$ cat src/rtl/edge_pkg.sv
// Purpose: shared encodings and entry layout for the edge event capture block.
//   EDGE_* : EDGE_MODE encodings.
//   `EDGE_EV_ENTRY_T(MW, SW) : packed {mask, stamp} entry, sized per instance.
`ifndef EDGE_PKG_SV
`define EDGE_PKG_SV

// Entry layout macro so each instance can size mask/stamp from its own parameters.
`define EDGE_EV_ENTRY_T(MW, SW) struct packed { logic [(MW)-1:0] mask; logic [(SW)-1:0] stamp; }

package edge_pkg;

  localparam logic [1:0] EDGE_RISE = 2'd0;
  localparam logic [1:0] EDGE_FALL = 2'd1;
  localparam logic [1:0] EDGE_BOTH = 2'd2;
  localparam logic [1:0] EDGE_OFF  = 2'd3;

  localparam int unsigned DEF_WIDTH     = 8;
  localparam int unsigned DEF_CNT_WIDTH = 16;

  // Default-sized entry, used as the FIFO's default element type.
  typedef `EDGE_EV_ENTRY_T(DEF_WIDTH, DEF_CNT_WIDTH) ev_entry_t;

endpackage

`endif

$ cat src/rtl/event_fifo.sv
// Purpose: DEPTH-entry event queue with registered head, flush and drop report.
// Ports:
//   clk, rst_n     clock, async active-low reset
//   flush          synchronous flush; push/pop on the same edge are discarded
//   push, wr_data  offer an entry
//   pop            consumer accepts the head (ignored when empty)
//   valid, head    registered head valid / head entry (zero when empty)
//   drop_c         push refused because the queue is full with no pop
module event_fifo
  import edge_pkg::*;
#(
  parameter type         entry_t = ev_entry_t,
  parameter int unsigned DEPTH   = 4
) (
  input  logic   clk,
  input  logic   rst_n,
  input  logic   flush,
  input  logic   push,
  input  logic   pop,
  input  entry_t wr_data,
  output logic   valid,
  output entry_t head,
  output logic   drop_c
);

  localparam int unsigned PTR_W = (DEPTH > 1) ? $clog2(DEPTH) : 1;
  localparam int unsigned CNT_W = PTR_W + 1;

  entry_t           mem [DEPTH];
  logic [PTR_W-1:0] wr_ptr, rd_ptr, wr_ptr_nxt, rd_ptr_nxt;
  logic [CNT_W-1:0] count, count_nxt;
  logic             full_c, do_push_c, do_pop_c;
  entry_t           head_nxt;

  // Next-state for pointers, occupancy and the registered head.
  always_comb begin
    full_c     = (count == CNT_W'(DEPTH));
    do_pop_c   = pop && (count != '0) && !flush;
    do_push_c  = push && !flush && (!full_c || do_pop_c);
    drop_c     = push && !flush && full_c && !do_pop_c;
    wr_ptr_nxt = wr_ptr;
    rd_ptr_nxt = rd_ptr;
    count_nxt  = count;
    head_nxt   = '0;
    if (flush) begin
      wr_ptr_nxt = '0;
      rd_ptr_nxt = '0;
      count_nxt  = '0;
    end else begin
      if (do_push_c) wr_ptr_nxt = wr_ptr + PTR_W'(1);
      if (do_pop_c)  rd_ptr_nxt = rd_ptr + PTR_W'(1);
      case ({do_push_c, do_pop_c})
        2'b10:   count_nxt = count + CNT_W'(1);
        2'b01:   count_nxt = count - CNT_W'(1);
        default: count_nxt = count;
      endcase
    end
    // The new head may be the entry being written this edge (queue was empty).
    if (count_nxt != '0) begin
      head_nxt = (do_push_c && (rd_ptr_nxt == wr_ptr)) ? wr_data : mem[rd_ptr_nxt];
    end
  end

  // Storage needs no reset: a slot is only read after it has been written.
  always_ff @(posedge clk) begin
    if (do_push_c) mem[wr_ptr] <= wr_data;
  end

  // Pointer, occupancy and head registers.
  always_ff @(posedge clk or negedge rst_n) begin
    if (!rst_n) begin
      wr_ptr <= '0;
      rd_ptr <= '0;
      count  <= '0;
      valid  <= 1'b0;
      head   <= '0;
    end else begin
      wr_ptr <= wr_ptr_nxt;
      rd_ptr <= rd_ptr_nxt;
      count  <= count_nxt;
      valid  <= (count_nxt != '0);
      head   <= head_nxt;
    end
  end

endmodule

$ cat src/rtl/edge_event_capture.sv
// Purpose: samples a level bus, turns level changes into timestamped edge
// events and queues them for a valid/ready consumer.
// Ports:
//   CLK, RESET        clock, async active-low reset
//   XIN               monitored level bus (synchronous to CLK)
//   EDGE_MODE         0 rising, 1 falling, 2 both, 3 disabled
//   CLEAR             synchronous flush of queue, OVERFLOW and timestamp
//   EV_VALID/EV_READY head handshake
//   EV_MASK/EV_STAMP  head entry (zero when empty)
//   OVERFLOW          sticky event-dropped flag
//   LEVEL             current sampled bus value
module edge_event_capture
  import edge_pkg::*;
#(
  parameter int unsigned WIDTH     = 8,
  parameter int unsigned DEPTH     = 4,
  parameter int unsigned CNT_WIDTH = 16
) (
  input  logic                 CLK,
  input  logic                 RESET,
  input  logic [WIDTH-1:0]     XIN,
  input  logic [1:0]           EDGE_MODE,
  input  logic                 CLEAR,
  output logic                 EV_VALID,
  input  logic                 EV_READY,
  output logic [WIDTH-1:0]     EV_MASK,
  output logic [CNT_WIDTH-1:0] EV_STAMP,
  output logic                 OVERFLOW,
  output logic [WIDTH-1:0]     LEVEL
);

  typedef `EDGE_EV_ENTRY_T(WIDTH, CNT_WIDTH) entry_t;

  logic [WIDTH-1:0]     s1, s2;
  logic                 primed;
  logic [CNT_WIDTH-1:0] stamp_cnt;
  logic [WIDTH-1:0]     rise_c, fall_c, mask_c;
  logic                 push_c, drop_c;
  entry_t               wr_entry_c, head;

  // Two-stage sampler. On the priming edge both stages load XIN so the
  // zero reset value of s1 never looks like an edge.
  always_ff @(posedge CLK or negedge RESET) begin
    if (!RESET) begin
      s1     <= '0;
      s2     <= '0;
      primed <= 1'b0;
    end else begin
      s1     <= XIN;
      s2     <= primed ? s1 : XIN;
      primed <= 1'b1;
    end
  end

  // Free-running timestamp, wraps silently.
  always_ff @(posedge CLK or negedge RESET) begin
    if (!RESET)     stamp_cnt <= '0;
    else if (CLEAR) stamp_cnt <= '0;
    else            stamp_cnt <= stamp_cnt + CNT_WIDTH'(1);
  end

  // Edge mask selection; EDGE_MODE feeds the push decision directly.
  always_comb begin
    rise_c = s1 & ~s2;
    fall_c = ~s1 & s2;
    mask_c = '0;
    if (primed) begin
      case (EDGE_MODE)
        EDGE_RISE: mask_c = rise_c;
        EDGE_FALL: mask_c = fall_c;
        EDGE_BOTH: mask_c = rise_c | fall_c;
        default:   mask_c = '0;
      endcase
    end
    push_c           = |mask_c;
    wr_entry_c.mask  = mask_c;
    wr_entry_c.stamp = stamp_cnt;
  end

  // Sticky drop indicator.
  always_ff @(posedge CLK or negedge RESET) begin
    if (!RESET)      OVERFLOW <= 1'b0;
    else if (CLEAR)  OVERFLOW <= 1'b0;
    else if (drop_c) OVERFLOW <= 1'b1;
  end

  event_fifo #(
    .entry_t (entry_t),
    .DEPTH   (DEPTH)
  ) u_fifo (
    .clk     (CLK),
    .rst_n   (RESET),
    .flush   (CLEAR),
    .push    (push_c),
    .pop     (EV_READY),
    .wr_data (wr_entry_c),
    .valid   (EV_VALID),
    .head    (head),
    .drop_c  (drop_c)
  );

  assign EV_MASK  = head.mask;
  assign EV_STAMP = head.stamp;
  assign LEVEL    = s1;

endmodule

$ cat config.mk
export PLATFORM = sky130hd
export DESIGN_NAME = edge_event_capture
export DESIGN_NICKNAME = d
export VERILOG_FILES = /design/src/rtl/edge_pkg.sv /design/src/rtl/event_fifo.sv /design/src/rtl/edge_event_capture.sv
export SDC_FILE = /design/constraint.sdc
export NUM_CORES = 1
export LEC_CHECK = 0
export ABC_AREA = 1
export BUFFER_PORTS_ARGS = -buffer_cell sky130_fd_sc_hd__buf_2
export CORE_MARGIN = 1.5
export CORE_UTILIZATION = 55
export CTS_BUF_LIST = sky130_fd_sc_hd__clkbuf_16
export DETAILED_ROUTE_END_ITERATION = 10
export GPL_TIMING_DRIVEN = 0
export HOLD_SLACK_MARGIN = 0.06
export PLACE_DENSITY = 0.73
export SLEW_MARGIN = 20
export SYNTH_ARGS = -nofsm -noshare
export SYNTH_HDL_FRONTEND = slang
export SYNTH_HIERARCHICAL = 1
export SYNTH_SLANG_ARGS = --single-unit
$ cat constraint.sdc
create_clock -name CLK -period 6 [get_ports CLK]
set_clock_uncertainty 0.15 [all_clocks]
set_input_delay 0.3 -clock CLK [delete_from_list [all_inputs] [get_ports CLK]]
set_output_delay 0.3 -clock CLK [all_outputs]
set_load 0.05 [all_outputs]
==> impl_metrics.env, run 1 <==
export IMPL_status="complete, no violations"
export IMPL_r2r_cells=17
export IMPL_worst_slew_pin_transition_ps=788
export IMPL_synth_distinct_cells=33
export IMPL_synthAdderAreaFrac_pct=3.76
export IMPL_vdd_ir_drop_worst_v=0.000172
export IMPL_critical_path_class="reg2reg"
export IMPL_core_area_um2=13300
export IMPL_gr_total_overflow=0
export IMPL_combinationalPowerShare_pct=27.5
export IMPL_cellPowerDensity_nw_per_um2=382
export IMPL_synth_top_family_by_area="simple AND/OR/NAND/NOR gates"
export IMPL_antenna_found_initial=0
export IMPL_dp_hpwl_um=11200
export IMPL_drcViolationCount=0
export IMPL_cp_endpoint="u_fifo/head[15]$_DFF_PN0_"
export IMPL_synth_edff_count=96
export IMPL_ant_nets=0
export IMPL_drive_gt1_share_pct=15.7
export IMPL_period_share_pct=51.4
export IMPL_switchingPower_w=0.00116
export IMPL_cts_reportedPaths_clkPinSlew_ps=60
export IMPL_cpLargestDelayFamily="simple AND/OR/NAND/NOR gates"
export IMPL_yosys_area_share_simple_pct=26.8
export IMPL_layout_cells_most_common_list="183 x nand2_1, 101 x nand3_1, 96 x edfxtp_1"
export IMPL_async_reset_ff_share_pct=40.7
export IMPL_clkPwrFrac_pct=31.2
export IMPL_die_h_um=120
export IMPL_finalHoldViolations=0
export IMPL_r2r_end="u_fifo/head[15]$_DFF_PN0_"
export IMPL_clockRootBuffer="clkbuf_16"
export IMPL_met1_usage_pct=32.0
export IMPL_cp_common_cell="nand2_1"
export IMPL_syn_to_final_growth_pct=15.7
export IMPL_critPathMaxStageDelay_ps=420
export IMPL_drt_iter0_drc=363
export IMPL_hp_start="CLEAR"
export IMPL_synthMuxAreaShare_pct=0
export IMPL_clk_latency_ps=430
export IMPL_synth_compound_area_share_pct=1.50
export IMPL_cp_max_fo=10
export IMPL_routed_wl_um=16700
export IMPL_cts_max_level=4
export IMPL_cap_violations=0
export IMPL_synthXorXnorAreaFrac_pct=0.466
export IMPL_endpoint_kind="register"
export IMPL_grt_max_degree=42
export IMPL_syn_nets=804
export IMPL_hold_path_class="in2reg"
export IMPL_gp_congestion=0.864
export IMPL_grt_busiest_layer="met2"
export IMPL_timing_hold_ws_ps=83.4
export IMPL_slowest_stage="fa_1"
export IMPL_maxSlewHeadroom_pct=47.3
export IMPL_cts_inserted_buffers=17
export IMPL_cts_tree="built"
export IMPL_fp_dieW_um=120
export IMPL_final_common_cell="nand2_1"
export IMPL_r2r_start="LEVEL[2]$_DFF_PN0_"
export IMPL_cp_required_ps=6150
export IMPL_rrSetupSlack_ps=2920
export IMPL_synthFlopType="edfxtp_1"
export IMPL_critical_path_buf_inv_count=3
export IMPL_clk_path_buf_depth=2
export IMPL_cts_setup_buffers=0
export IMPL_seqPwrFrac_pct=41.2
export IMPL_initial_core_util_pct=56.6
export IMPL_setup_tns_ps=0
export IMPL_io_pin_count=48
export IMPL_cts_sinks=162
export IMPL_clock_fmax_mhz=325
export IMPL_num_vias=5646
export IMPL_via_per_inst=5.46
export IMPL_port_buffers=47
export IMPL_synthCells=768
export IMPL_setup_worst_path_start="LEVEL[2]$_DFF_PN0_"
export IMPL_grtUsageMet2_pct=40.5
export IMPL_grt_pass1_vias=5519
export IMPL_antennaDiodeCount=0
export IMPL_ys_ff_latch=162
export IMPL_seq_area_frac_synth_pct=60.3
export IMPL_critPathLaunchType="register"
export IMPL_grt_usage_pct=24.8
export IMPL_worstPathArrival_ps=3230
export IMPL_rsz0062_at_grt="no"
export IMPL_fin_crit_ps=3080
export IMPL_finalMaxSlewViolations=0
export IMPL_synth_area_um2=7520
export IMPL_met3_usage_pct=4.75
export IMPL_rows=42
export IMPL_crit_cells=17
export IMPL_firstDrtPassIters=7
export IMPL_setup_viol_count_final=0
export IMPL_leakage_nw=3.95
export IMPL_syn_avg_cell_area_um2=9.80
export IMPL_switching_share_pct=34.8
export IMPL_die_area_um2=14400
export IMPL_power_internal_w=0.00217
export IMPL_wire_per_inst_um=16.1
export IMPL_nNetsFinal=881
export IMPL_grt_first_pass_wirelength_um=27200
export IMPL_yosys_warnings=6
export IMPL_path_cells="inv_1 -> ha_1 -> inv_1 -> nand2_1 -> nand3_1 -> nand2_1 -> nand2_1 -> nor2_1 -> nand2_1 -> nor2_2 -> fa_1 -> nand3b_1 -> nand3_1 -> nand2_1 -> nor2_4 -> buf_4 -> nor2_1"
Yosys cell counts (4+ instances only):
master,instances,area share [%]
a21oi_1,13,0.86
buf_2,18,1.2
buf_4,6,0.60
clkbuf_1,10,0.50
dfrtp_1,66,22
edfxtp_1,96,38
ha_1,21,3.5
inv_1,83,4.1
inv_2,7,0.35
nand2_1,183,9.1
nand2_2,6,0.50
nand3_1,101,6.7
nand3b_1,4,0.40
nand4_1,54,4.5
nor2_1,66,3.3
nor2_2,5,0.42
o21ai_0,4,0.27
worst reg2reg max path, delay by kind of cell, from the launching register on:
kind	cells	cell delay [ps]
adder cells (fa/ha/maj)	2	700
buffers and inverters	3	330
AND/OR/NAND/NOR	12	1400
flip-flops	1	370
cells by family (layout without fill, tap and decap cells):
group / Yosys count / count (layout)
AOI/OAI and AO/OA: 21 / 21
DFF: 162 / 162
buffers and inverters: 127 / 217
adders and majority gates: 22 / 22
other: 1 / 1
and+or+nand+nor: 431 / 431
xor gates and xnor gates: 4 / 4
final cells by class:
type	instances	area [um^2]
Multi-Input combinational cell	479	2480
Sequential cell	162	4530
Fill cell	1049	4590
Buffer	37	199
Tap cell	176	220
Clock inverter	15	143
Timing Repair Buffer	58	363
Clock buffer	17	425
Inverter	90	338
worst min-delay path by stage:
stage / end / slack (ps) / cells past startpoint
2_1_floorplan: LEVEL[0]$_DFF_PN0_ / -150 / 0
3_3_place_gp: LEVEL[6]$_DFF_PN0_ / 270 / 1
3_5_place_dp: u_fifo/valid$_DFF_PN0_ / 90 / 1
4_1_cts: stamp_cnt[4]$_DFF_PN0_ / 70 / 3
5_1_grt: stamp_cnt[4]$_DFF_PN0_ / 100 / 3
6_report: stamp_cnt[4]$_DFF_PN0_ / 80 / 3
per-layer routing:
layer / vias to the layer above / share of wire [%]
met5: - / 0
li1: 2712 / -
met1: 2657 / 42
met3: 43 / 6.6
met2: 234 / 49
met4: 0 / 2.9
power by group through the flow:
| stage | Combinational, W | Sequential [W] | Clock [W] |
|---|---|---|---|
| 3_3_place_gp | 0.000869 | 0.00139 | 0 |
| 4_1_cts | 0.000911 | 0.00137 | 0.00105 |
| 5_1_grt | 0.000992 | 0.00138 | 0.00110 |
| 3_5_place_dp | 0.000904 | 0.00139 | 0 |
| 2_1_floorplan | 0.000430 | 0.00162 | 0 |
| 6_report | 0.000915 | 0.00137 | 0.00104 |
state kept, by name (all words and copies together) (netlist names), 2 cells and up:
| name | flops |
|---|---|
| u_fifo/wr_ptr | 2 |
| s2 | 8 |
| stamp_cnt | 16 |
| u_fifo/mem | 96 |
| LEVEL | 8 |
| u_fifo/head | 24 |
| u_fifo/rd_ptr | 2 |
| u_fifo/count | 3 |
through the flow:
stage | power [W] | instances | setup slack (ps) | cell area (um^2) | util, %
2_1_floorplan | 0.00205 | 768 | 2660 | 7520 | -
3_3_place_gp | 0.00226 | 991 | 2090 | 7980 | 60.0
3_5_place_dp | 0.00230 | 993 | 2930 | 8050 | 60.5
4_1_cts | 0.00333 | 1034 | 2920 | 8700 | 65.5
5_1_grt | 0.00347 | 1034 | 2680 | 8700 | 65.5
6_report | 0.00332 | 1034 | 2920 | 8700 | 65.5
timing repair:
| item | 4_1_cts | 5_1_grt |
|---|---|---|
| hold buffers | 9 | 0 |
| resized for setup | 0 | 0 |
| endpoints found under the hold margin | 82 | 0 |
(Power assumes the default switching activity.)
==> run 2, diff against run 1 <==
PLACE_DENSITY = 0.76   (was 0.73)
clock period = 2.55 ns   (was 6 ns; I/O delays follow)
==> run 2 against run 1 <==
The flow now finishes with violations (negative setup slack). Register-to-register slack got worse by 3300 ps. Die area unchanged. Hold slack improved by 110 ps. Routed wire length increased by 22%. Critical path depth increased by 1. Final area increased by 11%. Fmax increased by 3.5%. Clock-buffer cell count unchanged. Cell count increased by 5.5%. First-iteration DRC count increased by 53%. Total power increased to 2.6 times the previous value. Largest cell class unchanged.
==> impl_metrics.env, run 2 (synthesis gave the netlist of run 1 again) <==
export IMPL_fp_dieW_um=120
export IMPL_core_area_um2=13300
export IMPL_hold_path_end="LEVEL[3]$_DFF_PN0_"
export IMPL_postLayoutSetupSlackWorst_ps=-426
export IMPL_port_buffers=47
export IMPL_clockRootBuffer="clkbuf_16"
export IMPL_layout_cells_most_common_list="165 x nand2_1, 96 x edfxtp_1, 95 x nand3_1"
export IMPL_finalMaxSlewViolations=0
export IMPL_total_power_w=0.00857
export IMPL_timing_hold_ws_ps=197
export IMPL_syn_to_final_growth_pct=28.3
export IMPL_firstDrtPassIters=7
export IMPL_antennaDiodeCount=0
export IMPL_rsz0062_at_grt="yes"
export IMPL_cp_common_cell="nand2_2"
export IMPL_cp_required_ps=2730
export IMPL_fill_cells=890
export IMPL_rows=42
export IMPL_die_h_um=120
export IMPL_cts_tree="built"
export IMPL_routed_wl_um=20300
export IMPL_gr_total_overflow=0
export IMPL_wire_per_inst_um=18.6
export IMPL_slowest_stage="fa_1"
export IMPL_clk_path_buf_depth=2
export IMPL_num_vias=6227
export IMPL_cellPowerDensity_nw_per_um2=888
export IMPL_grt_first_pass_wirelength_um=29900
export IMPL_dp_cells=992
export IMPL_finalHoldViolations=0
export IMPL_critPathLaunchType="register"
export IMPL_via_per_inst=5.71
export IMPL_cts_inserted_buffers=17
export IMPL_clk_latency_ps=430
export IMPL_setup_tns_ps=-14050
export IMPL_gp_congestion=0.861
export IMPL_grt_pass1_vias=5961
export IMPL_hp_start="XIN[3]"
export IMPL_r2r_end="u_fifo/head[17]$_DFF_PN0_"
export IMPL_dp_hpwl_um=11200
export IMPL_worst_slew_pin_transition_ps=613
export IMPL_grt_usage_pct=27.6
export IMPL_cts_reportedPaths_clkPinSlew_ps=60
export IMPL_rrSetupSlack_ps=-430
export IMPL_worstPathArrival_ps=3150
export IMPL_critPathMaxStageDelay_ps=430
export IMPL_fin_crit_ps=2980
export IMPL_die_area_um2=14400
export IMPL_grt_max_degree=41
export IMPL_endpoint_kind="register"
export IMPL_vdd_ir_drop_worst_v=0.000438
export IMPL_drive_gt1_share_pct=28.2
export IMPL_period_share_pct=117
export IMPL_drt_iter0_drc=556
export IMPL_largest_register_ffs=96
export IMPL_critical_path_buf_inv_count=4
export IMPL_cts_max_level=4
export IMPL_setup_viol_count_final=76
export IMPL_io_pin_count=48
export IMPL_cp_max_fo=6
export IMPL_nNetsFinal=938
export IMPL_status="finished with violations"
export IMPL_reg_largest_list="u_fifo/mem x96, u_fifo/head x24, stamp_cnt x16"
export IMPL_ant_nets=0
export IMPL_dpl_instance_area_um2=8060
export IMPL_hold_path_class="in2reg"
export IMPL_path_cells="inv_4 -> ha_4 -> inv_2 -> nand2_2 -> nand3_2 -> nand2_2 -> nand2_2 -> nor2_4 -> nand2_4 -> nor2_4 -> fa_1 -> nand3b_1 -> nand3_2 -> nand2_2 -> nor2_4 -> buf_12 -> buf_12 -> nor2_2"
export IMPL_antenna_found_initial=0
export IMPL_initial_core_util_pct=56.6
export IMPL_regMostFlops="u_fifo/mem"
export IMPL_final_common_cell="nand2_1"
export IMPL_holdPathStages=2
export IMPL_r2r_cells=18
export IMPL_drcViolationCount=0
export IMPL_final_cell_area_um2=9650
export IMPL_cap_violations=0
export IMPL_finalNonFillerCells=1091
export IMPL_cts_sinks=162
export IMPL_critical_path_class="reg2reg"
export IMPL_r2r_start="LEVEL[1]$_DFF_PN0_"
export IMPL_maxSlewHeadroom_pct=59.2
export IMPL_clock_fmax_mhz=336
export IMPL_leakage_nw=4.31
export IMPL_cpLargestDelayFamily="simple AND/OR/NAND/NOR gates"
export IMPL_failed_checks="negative setup slack"
## run 2: cell types whose count changed in the layout (fill, tap and decap cells not counted), moves of 10 or more
cell,change
buf_4,+34
nand2_1,-18
nand2_2,+15
nor2_1,-15
inv_1,-14
buf_12,+12
nor2_2,+10
## run 2: per-layer routing
| metal | GRT usage [%] | part of all wire, % |
|---|---|---|
| met5 | 0 | 0 |
| met4 | 13.3 | 2.6 |
| met3 | 5.89 | 9.5 |
| met2 | 46.3 | 51 |
| met1 | 34.2 | 37 |
## run 2: where the power goes
part | switching, W | internal (W)
clock network | 0.00102 | 0.00163
logic | 0.00185 | 0.000835
registers | 0.000122 | 0.00312
total | 0.00300 | 0.00558
## run 2: area by class of cell
class                           count  area, um^2  share of cell area, %
Clock inverter                     15         191                   1.98
Timing Repair Buffer              111         922                   9.56
Inverter                           90         350                   3.63
Sequential cell                   162        4540                   47.1
Clock buffer                       17         425                   4.41
Buffer                             37         231                   2.40
Multi-Input combinational cell    483        2760                   28.6
Tap cell                          176         220                   2.28
## run 2: how the worst max path moves through the flow
stage	startpoint	end	slack, ps	depth (start not counted)
5_1_grt	LEVEL[1]$_DFF_PN0_	u_fifo/head[15]$_DFF_PN0_	-540	18
3_5_place_dp	LEVEL[7]$_DFF_PN0_	u_fifo/head[21]$_DFF_PN0_	-370	16
6_report	LEVEL[1]$_DFF_PN0_	u_fifo/head[17]$_DFF_PN0_	-430	18
3_3_place_gp	LEVEL[7]$_DFF_PN0_	u_fifo/head[15]$_DFF_PN0_	-320	16
4_1_cts	LEVEL[3]$_DFF_PN0_	u_fifo/head[15]$_DFF_PN0_	-270	17
2_1_floorplan	LEVEL[7]$_DFF_PN0_	u_fifo/head[14]$_DFF_PN0_	-160	16
## run 2: timing repair
item	CTS	global route
buffers inserted	30	22
pin swaps	19	20
resized for setup	27	59
cloned	3	3
endpoints found under the hold margin	89	0
endpoints found under the setup margin	121	118
hold buffers	12	0
## run 2: stage by stage
step,utilization (%),setup slack (ps)
6_report,72.6,-426
4_1_cts,69.2,-274
5_1_grt,72.6,-536
3_3_place_gp,60.4,-320
2_1_floorplan,-,-160
3_5_place_dp,60.6,-371
## run 2: worst reg2reg max path: stages, from the launching register on
cell      delay (ps)
dfrtp_2          410
inv_4             50
ha_4             260
inv_2             30
nand2_2           70
nand3_2           60
nand2_2           80
nand2_2           90
nor2_4           150
nand2_4           90
nor2_4           140
fa_1             430
nand3b_1         220
nand3_2          130
nand2_2           70
nor2_4           100
buf_12           140
buf_12           130
nor2_2            50
==> run 3, diff against run 2 <==
CORE_ASPECT_RATIO = 0.9   (was unset)
==> run 3 against run 2 <==
The run still ends with negative setup slack left. Fmax increased by 1.0%. Utilization shrank 1.8 points. Sequential cell count unchanged. Combinational power about the same. Die area is essentially flat. Non-clock buffer count down 10. Via count shrank 1.9%. Sequential share of layout area up 0.92 points. Final area shrank 1.9%. Global-route usage increased by 0.25 points. First-iteration DRC count up 26%. Clock power down 5%. Largest power group unchanged. Highest routed layer unchanged.
==> impl_metrics.env, run 3 (synthesis gave the netlist of run 1 again) <==
export IMPL_status="finished with violations"
export IMPL_failed_checks="negative setup slack"
export IMPL_cellPowerDensity_nw_per_um2=890
export IMPL_antennaDiodeCount=0
export IMPL_layout_cells_most_common_list="177 x nand2_1, 96 x nand3_1, 96 x edfxtp_1"
export IMPL_path_cells="inv_2 -> ha_4 -> inv_1 -> nand2_1 -> nand3_2 -> nand2_1 -> nand2_1 -> nor2_2 -> nand2_2 -> nor2_4 -> fa_1 -> nand3b_1 -> nand3_2 -> nand2_2 -> nor2_4 -> buf_6 -> buf_12 -> nor2_4"
export IMPL_endpoint_kind="register"
export IMPL_initial_core_util_pct=56.3
export IMPL_maxSlewHeadroom_pct=58.1
export IMPL_cts_sinks=162
export IMPL_hold_path_class="in2async"
export IMPL_regArea_um2=4540
export IMPL_setup_tns_ps=-9060
export IMPL_grt_max_degree=37
export IMPL_dpl_instance_area_um2=8050
export IMPL_final_common_cell="nand2_1"
export IMPL_rrSetupSlack_ps=-400
export IMPL_finalMaxSlewViolations=0
export IMPL_grt_pass1_vias=5930
export IMPL_worst_slew_pin_transition_ps=629
export IMPL_critical_path_class="reg2reg"
export IMPL_drt_iter0_drc=698
export IMPL_finalHoldViolations=0
export IMPL_r2r_end="u_fifo/head[21]$_DFF_PN0_"
export IMPL_fill_cells=919
export IMPL_grt_usage_pct=27.9
export IMPL_grt_first_pass_wirelength_um=30400
export IMPL_cts_inserted_buffers=17
export IMPL_die_area_um2=14400
export IMPL_leakage_nw=4.25
export IMPL_wire_per_inst_um=18.2
export IMPL_dp_hpwl_um=11400
export IMPL_cp_max_fo=5
export IMPL_drcViolationCount=0
export IMPL_vdd_ir_drop_worst_v=0.000502
export IMPL_slowest_stage="fa_1"
export IMPL_fp_dieW_um=126
export IMPL_dp_cells=984
export IMPL_rows=40
export IMPL_worstPathArrival_ps=3100
export IMPL_clk_path_buf_depth=2
export IMPL_routed_wl_um=19500
export IMPL_cts_reportedPaths_clkPinSlew_ps=60
export IMPL_nNetsFinal=928
export IMPL_regMostFlops="u_fifo/mem"
export IMPL_antenna_found_initial=0
export IMPL_clockRootBuffer="clkbuf_16"
export IMPL_via_per_inst=5.70
export IMPL_period_share_pct=116
export IMPL_firstDrtPassIters=6
export IMPL_clk_latency_ps=420
export IMPL_reg_largest_list="u_fifo/mem x96, u_fifo/head x24, stamp_cnt x16"
export IMPL_cts_tree="built"
export IMPL_fin_crit_ps=2950
export IMPL_critPathMaxStageDelay_ps=410
export IMPL_port_buffers=47
export IMPL_r2r_cells=18
export IMPL_io_pin_count=48
export IMPL_rsz0062_at_grt="yes"
export IMPL_multi_input_comb_area_um2=2740
export IMPL_r2r_start="LEVEL[5]$_DFF_PN0_"
export IMPL_largest_register_ffs=96
export IMPL_drive_gt1_share_pct=26.3
export IMPL_final_cell_area_um2=9460
export IMPL_cts_max_level=4
export IMPL_ant_nets=0
export IMPL_cp_required_ps=2710
export IMPL_core_area_um2=13400
export IMPL_finalNonFillerCells=1073
export IMPL_gp_congestion=0.885
export IMPL_gr_total_overflow=0
export IMPL_syn_to_final_growth_pct=25.8
export IMPL_die_h_um=114
export IMPL_cap_violations=0
export IMPL_clock_fmax_mhz=340
export IMPL_num_vias=6111
export IMPL_setup_viol_count_final=25
export IMPL_postLayoutSetupSlackWorst_ps=-395
export IMPL_total_power_w=0.00843
export IMPL_critPathLaunchType="register"
==> run 3: cell types whose count changed in the layout (fill, tap and decap cells not counted), moves of 4 or more <==
cell / change
nand2_1: +12
nand2_2: -10
nor2_4: +4
buf_4: -5
inv_4: -4
nor2_1: -7
inv_1: +5
==> run 3: worst max path at each step <==
| stage | startpoint | to | depth (start not counted) |
|---|---|---|---|
| 2_1_floorplan | LEVEL[7]$_DFF_PN0_ | u_fifo/head[14]$_DFF_PN0_ | 16 |
| 3_3_place_gp | LEVEL[7]$_DFF_PN0_ | u_fifo/head[14]$_DFF_PN0_ | 16 |
| 3_5_place_dp | LEVEL[7]$_DFF_PN0_ | u_fifo/head[14]$_DFF_PN0_ | 16 |
| 4_1_cts | LEVEL[4]$_DFF_PN0_ | u_fifo/head[21]$_DFF_PN0_ | 18 |
| 5_1_grt | LEVEL[5]$_DFF_PN0_ | u_fifo/head[21]$_DFF_PN0_ | 18 |
| 6_report | LEVEL[5]$_DFF_PN0_ | u_fifo/head[21]$_DFF_PN0_ | 18 |
==> run 3: metal layers <==
metal	share of wire (%)	vias to the layer above	track usage [%]	routed length [um]
li1	-	2819	-	-
met3	9.6	37	6.75	1870
met4	2.0	0	9.81	388
met1	38	2909	35.3	7500
met5	0	-	0	0
met2	50	346	47.4	9730
==> run 3: worst max-delay path, delay by kind of cell, from the launching register on <==
family	cells	cell delay, ps
buffers and inverters	4	380
adders and majority gates	2	660
and+or+nand+nor	12	1250
DFF	1	380
==> run 3: stage by stage <==
step / hold WS, ps / utilization (%) / setup WS (ps)
floorplan: -318 / - / -160
global placement: 99.3 / 60.0 / -400
detailed placement: -50.3 / 60.2 / -446
CTS: 60.0 / 68.5 / -342
global route: 93.6 / 70.8 / -536
finish: 91.8 / 70.8 / -395
==> run 3: cell type report <==
class	count	area share, %
flip-flops and latches	162	48.0
plain buffers	37	2.41
inverters	90	3.60
clock buffers	17	4.49
clock inverters	15	1.61
well taps	168	2.22
multi-input cells	483	29.0
repair buffers	101	8.66
==> run 3: timing repair <==
action,4_1_cts,5_1_grt
hold buffers,11,0
buffers inserted,20,22
gates cloned,6,0
endpoints found under the hold margin,89,0
setup endpoints to repair,121,115
pin swaps,36,19
resized for setup,49,22
==> run 3: where the power goes <==
part | internal (W) | leakage, nW | switching, W
combinational | 0.000834 | 2.21 | 0.00185
clock | 0.00152 | 0.297 | 0.000990
sequential | 0.00312 | 1.74 | 0.000120
total | 0.00547 | 4.25 | 0.00296
